### src/rtl/mtr_pkg.sv
// mtr_pkg: shared types and speed-to-duty conversion for the mtr_drv slice (MTR_BRAKE_EN enables braking).
package mtr_pkg;
    typedef logic signed [10:0] spd_t;
    typedef logic [10:0] duty_t;
    localparam int PWM_W = 11;
    localparam duty_t DUTY_ZERO = 11'h400;
    function automatic duty_t spd2duty(input spd_t spd);
        return {~spd[10], spd[9:0]};
    endfunction
endpackage

### src/rtl/mtr_pwm_side.sv
// mtr_pwm_side: one H-bridge side -- shadow duty, dead-time compares, registered gate drives;
// MTR_BRAKE_EN adds brake handling with per-side low-time counters.
module mtr_pwm_side
    import mtr_pkg::*;
#(
    parameter logic [PWM_W-1:0] NONOVERLAP = 11'd32
) (
    input  logic             clk,
    input  logic             rst_n,
    input  logic [PWM_W-1:0] i_cnt,
    input  spd_t             i_spd,
`ifdef MTR_BRAKE_EN
    input  logic             i_brake,
`endif
    output logic             o_pwm1,
    output logic             o_pwm2
);
    duty_t r_duty;
    logic  w_cmp1, w_cmp2, w_pwm1_d, w_pwm2_d;
    assign w_cmp1 = (i_cnt >= NONOVERLAP) && (i_cnt < r_duty);
    assign w_cmp2 = {1'b0, i_cnt} >= ({1'b0, r_duty} + {1'b0, NONOVERLAP});
    always_ff @(posedge clk or negedge rst_n)
        if (!rst_n) r_duty <= DUTY_ZERO;
        else if (&i_cnt) r_duty <= spd2duty(i_spd);
`ifdef MTR_BRAKE_EN
    logic [PWM_W-1:0] r_lo1, r_lo2, w_lo1_nx, w_lo2_nx;
    logic             r_brk, r_hold;
    // saturating low-time counters: a gate may only rise once its partner has been low NONOVERLAP clks
    assign w_lo1_nx = o_pwm1 ? '0 : (r_lo1 == NONOVERLAP) ? r_lo1 : r_lo1 + 1'b1;
    assign w_lo2_nx = o_pwm2 ? '0 : (r_lo2 == NONOVERLAP) ? r_lo2 : r_lo2 + 1'b1;
    assign w_pwm1_d = !i_brake && w_cmp1 && (w_lo2_nx >= NONOVERLAP);
    assign w_pwm2_d = (i_brake || (w_cmp2 && !r_hold && !r_brk)) && (w_lo1_nx >= NONOVERLAP);
    always_ff @(posedge clk or negedge rst_n)
        if (!rst_n) begin
            r_lo1  <= '0;
            r_lo2  <= '0;
            r_brk  <= 1'b0;
            r_hold <= 1'b0;
        end else begin
            r_lo1  <= w_lo1_nx;
            r_lo2  <= w_lo2_nx;
            r_brk  <= i_brake;
            r_hold <= !(&i_cnt) && (r_hold || (r_brk && !i_brake));
        end
`else
    assign w_pwm1_d = w_cmp1;
    assign w_pwm2_d = w_cmp2;
`endif
    always_ff @(posedge clk or negedge rst_n)
        if (!rst_n) begin
            o_pwm1 <= 1'b0;
            o_pwm2 <= 1'b0;
        end else begin
            o_pwm1 <= w_pwm1_d;
            o_pwm2 <= w_pwm2_d;
        end
endmodule

### src/rtl/mtr_drv.sv
// mtr_drv: dual H-bridge PWM drive with a shared 2048-clk period counter;
// define MTR_BRAKE_EN to add the brake input.
module mtr_drv
    import mtr_pkg::*;
#(
    parameter logic [PWM_W-1:0] NONOVERLAP = 11'd32
) (
    input  logic clk,
    input  logic rst_n,
    input  spd_t lft_spd,
    input  spd_t rght_spd,
`ifdef MTR_BRAKE_EN
    input  logic brake,
`endif
    output logic lftPWM1,
    output logic lftPWM2,
    output logic rghtPWM1,
    output logic rghtPWM2,
    output logic prd_strt
);
    logic [PWM_W-1:0] r_cnt;
    always_ff @(posedge clk or negedge rst_n)
        if (!rst_n) begin
            r_cnt    <= '0;
            prd_strt <= 1'b0;
        end else begin
            r_cnt    <= r_cnt + 1'b1;
            prd_strt <= &r_cnt;
        end
    mtr_pwm_side #(.NONOVERLAP(NONOVERLAP)) u_lft (
        .clk    (clk),
        .rst_n  (rst_n),
        .i_cnt  (r_cnt),
        .i_spd  (lft_spd),
`ifdef MTR_BRAKE_EN
        .i_brake(brake),
`endif
        .o_pwm1 (lftPWM1),
        .o_pwm2 (lftPWM2)
    );
    mtr_pwm_side #(.NONOVERLAP(NONOVERLAP)) u_rght (
        .clk    (clk),
        .rst_n  (rst_n),
        .i_cnt  (r_cnt),
        .i_spd  (rght_spd),
`ifdef MTR_BRAKE_EN
        .i_brake(brake),
`endif
        .o_pwm1 (rghtPWM1),
        .o_pwm2 (rghtPWM2)
    );
endmodule

### config.mk
export PLATFORM = sky130hd
export DESIGN_NAME = mtr_drv
export DESIGN_NICKNAME = d
export VERILOG_FILES = /design/src/rtl/mtr_pkg.sv /design/src/rtl/mtr_pwm_side.sv /design/src/rtl/mtr_drv.sv
export SDC_FILE = /design/constraint.sdc
export NUM_CORES = 1
export LEC_CHECK = 0
export ABC_CLOCK_PERIOD_IN_PS = 2600
export BUFFER_PORTS_ARGS = -buffer_cell sky130_fd_sc_hd__buf_2
export CORE_MARGIN = 3
export CORE_UTILIZATION = 58
export CTS_CLUSTER_DIAMETER = 150
export DETAILED_ROUTE_END_ITERATION = 8
export HOLD_SLACK_MARGIN = 0.1
export MAX_ROUTING_LAYER = met4
export PLACE_DENSITY = 0.87
export SYNTH_ARGS = -nofsm -noshare
export SYNTH_HDL_FRONTEND = slang
export SYNTH_SLANG_ARGS = --single-unit
### constraint.sdc
create_clock -name clk -period 2.6 [get_ports clk]
set_clock_uncertainty 0.2 [all_clocks]
set_input_delay 0.26 -clock clk [delete_from_list [all_inputs] [get_ports clk]]
set_output_delay 0.26 -clock clk [all_outputs]
set_load 0.05 [all_outputs]
==> summary.md <==
| Metric | Value |
|---|---|
| Filler cells | roughly 260 |
| Avg WL per Cell | 14.5 um |
| Cts repair resizes | 0 |
| Hpwl dp | 3700 um |
| Vias in the first global route | 2043 |
| RSZ-0062 raised after global routing | no |
| Die Area | 4950 um^2 |
| Num CTS Buffers | 5 |
| Min-delay worst type | reg2reg |
| Clock Power Share | a little under two fifths |
| Share of post-route cells with drive strength above 1 | between 10% and 20% |
| Leak | 0.00158 uW |
| Post-DRT Antenna Nets | 0 |
| Met1 wire length | 2230 um |
| Leading cell types in the layout, fill and taps excluded | ha_1, dfrtp_1, inv_1, buf_2, nand2_1 |
| N_diodes | 0 |
| Worst vdd ir | 0.337 mV |
| Syn Std Cell Area | between 2000 and 2500 um^2 |
| Commonest non-fill, non-tap cell in the layout | ha_1 |
| Internal | 811 uW |
| Num Clock Sinks | 38 |
| GRT overflow | 0 |
| Drt first-iter violations | 94 |
| Layout area overhead | 21.2% |
| Crit end category | flop |
| DIE WIDTH | around 70 um |
| Crit path DAT | around 2300 ps |
| Max Used Layer | met4 |
| Die height | 70.4 um |
| Top FF cell, synth | dfrtp_1 |
| Cell area power density | around 360 nW/um^2 |
| Worst rel slew slack | 43.2% |
| CTS root buffer | clkbuf_8 |
| Initial Util | 62.9% |
| Hold_buf cts | 23 |
| H-tree depth | 2 |
| Final setup vio count | 0 |
| Global Route Usage Sum | 23.3% |
| Sw Share | roughly 22% |
| Cells after DPL | ~320 |
| Synth Warn # | 0 |
| Via Count | 1956 |
| Fin nets | roughly 370 |
| Remaining DRCs | 0 |
| Postcts setup bufs | 0 |
| Reg clk slew, reported paths | 70 ps |
| GP Congestion | between 0.9 and 1 |
| Average size of a mapped cell | 9.66 um^2 |
| Worst-path fanout max | 5 |
| Max Root-Sink Buffers | 2 |
| Vias/cell | 5.51 |
| Num rows | 22 |
| Antenna violations before repair | 0 |
| Status | completed |
| Sequential-to-total area share from yosys stat | 39.6% |
| Final hold slack | roughly 310 ps |
| Number of flops mapped to enable cells by yosys | 0 |
| Syn_nets | a little over 300 |
| Pin count of the biggest net entering global routing | 39 |
| Final hold violations | 0 |
| Worst EP required | 2590 ps |
| WS Path Type | reg2reg |
| Final Cycle Share | 87.3% |
| Fmax | 441 MHz |
| Util after Layout | 76.2% |
| Critical Path Start Type | flop |
| #FFs+latches synth | 38 |
| Met3 WL | 207 um |
| Tmin final | ~2300 ps |
| Core box area | 3830 um^2 |
| Pre-antenna DRT Iters | 4 |
| Slew @ Worst Pin | 852 ps |
| Metal2 WL | 2610 um |
| Post-synth ARST share | 100% |
| DRT Wirelength | 5140 um |
| Seq pwr share | 56.5% |
| Max Slew Vio Count | 0 |
| Switching power | approximately 230 uW |
| Post-Syn Instances | 249 |
| Fin cells | 355 |
| Comb pwr share | 5.2% |
| Number of buffers added on ports | 28 |
| Global-route wire length before repair | 8910 um |
| Max cap viols | 0 |
| TritonCTS clock tree | done |
| I/O pin count | 29 |
| Setup TNS | 0 ps |
| Post-synth cell types | 40 |
| Clock latency at the later pin of the worst-skew pair | roughly 300 ps |
-- worst max-delay path: stages, from the launching register on --
cell and delay, ps:
dfrtp_1 450, ha_1 260, and3_1 220, xnor2_1 130
ha_1 290, a21o_1 160, a21oi_1 150, nor2_1 60
a211o_1 250
-- synth_stat cells, drive strengths merged (4+ instances only) --
| master | count | share of area [%] |
|---|---|---|
| ha | 38 | 20 |
| dfrtp | 36 | 37 |
| inv | 28 | 4.4 |
| nand2 | 24 | 3.7 |
| o21ai | 22 | 4.6 |
| nand3 | 13 | 2.9 |
| nor2 | 13 | 2.0 |
| xnor2 | 12 | 4.4 |
| a21oi | 11 | 2.4 |
| o211ai | 5 | 1.6 |
| xor2 | 5 | 1.8 |
| a21o | 4 | 1.2 |
-- kinds of logic after synthesis --
logic type                 Yosys count  synth area share, %
and+or+nand+nor                     70                 14.8
AOI/OAI and AO/OA                   52                 13.3
adders and majority gates           38                 19.8
DFF                                 38                 39.6
buffers and inverters               32                 5.41
xor gates and xnor gates            17                 6.19
muxes                                2                0.936
-- cell type report --
class	instances	area, um^2	area share (%)
Timing Repair Buffer	54	393	13.5
Inverter	28	105	3.61
Clock inverter	2	10.0	0.343
Clock buffer	6	72.6	2.49
Multi-Input combinational cell	179	1320	45.3
Tap cell	48	60.1	2.06
Sequential cell	38	953	32.7
-- layer usage --
metal | GRT usage, % | vias to the layer above
met2 | 40.1 | 43
met4 | 8.72 | 0
met3 | 4.17 | 9
met1 | 27.0 | 923
met5 | - | -
li1 | - | 981
-- power groups by stage --
stage                     clock [uW]  sequential (uW)  combinational (uW)
after floorplan                    0              602               0.385
after detailed placement           0              602                28.7
after global placement             0              602                28.0
after global routing             428              591                61.4
after CTS                        404              591                54.7
final                            400              591                54.8
-- path summary, 6_finish.rpt --
| path | cells after the start | endpoint | from | slack (ps) |
|---|---|---|---|---|
| max | 8 | u_rght.o_pwm2 | u_rght.r_duty[5] | 330 |
| min | 1 | u_rght.r_duty[0] | u_rght.r_duty[0] | 310 |
| max reg2reg | 8 | u_rght.o_pwm2 | u_rght.r_duty[5] | 330 |
| min reg2reg | 1 | u_rght.r_duty[0] | u_rght.r_duty[0] | 310 |
| max in group asynchronous | 2 | r_cnt[0] | rst_n | 1260 |
| min in group asynchronous | 2 | prd_strt | rst_n | 400 |
-- registers in the layout (all words and copies together) (netlist names) --
signal and flops:
prd_strt 1, r_cnt 11, u_lft.o_pwm1 1, u_lft.o_pwm2 1, u_lft.r_duty 11, u_rght.o_pwm1 1
u_rght.o_pwm2 1, u_rght.r_duty 11
-- per-stage QoR --
stage	setup WS (ps)	cell area, um^2	total power (uW)
CTS	342	2920	1050
finish	330	2920	1050
global placement	454	2600	630
global route	251	2920	1080
detailed placement	366	2600	631
floorplan	500	2400	603
Note: power is estimated with default switching activity, not from simulation.
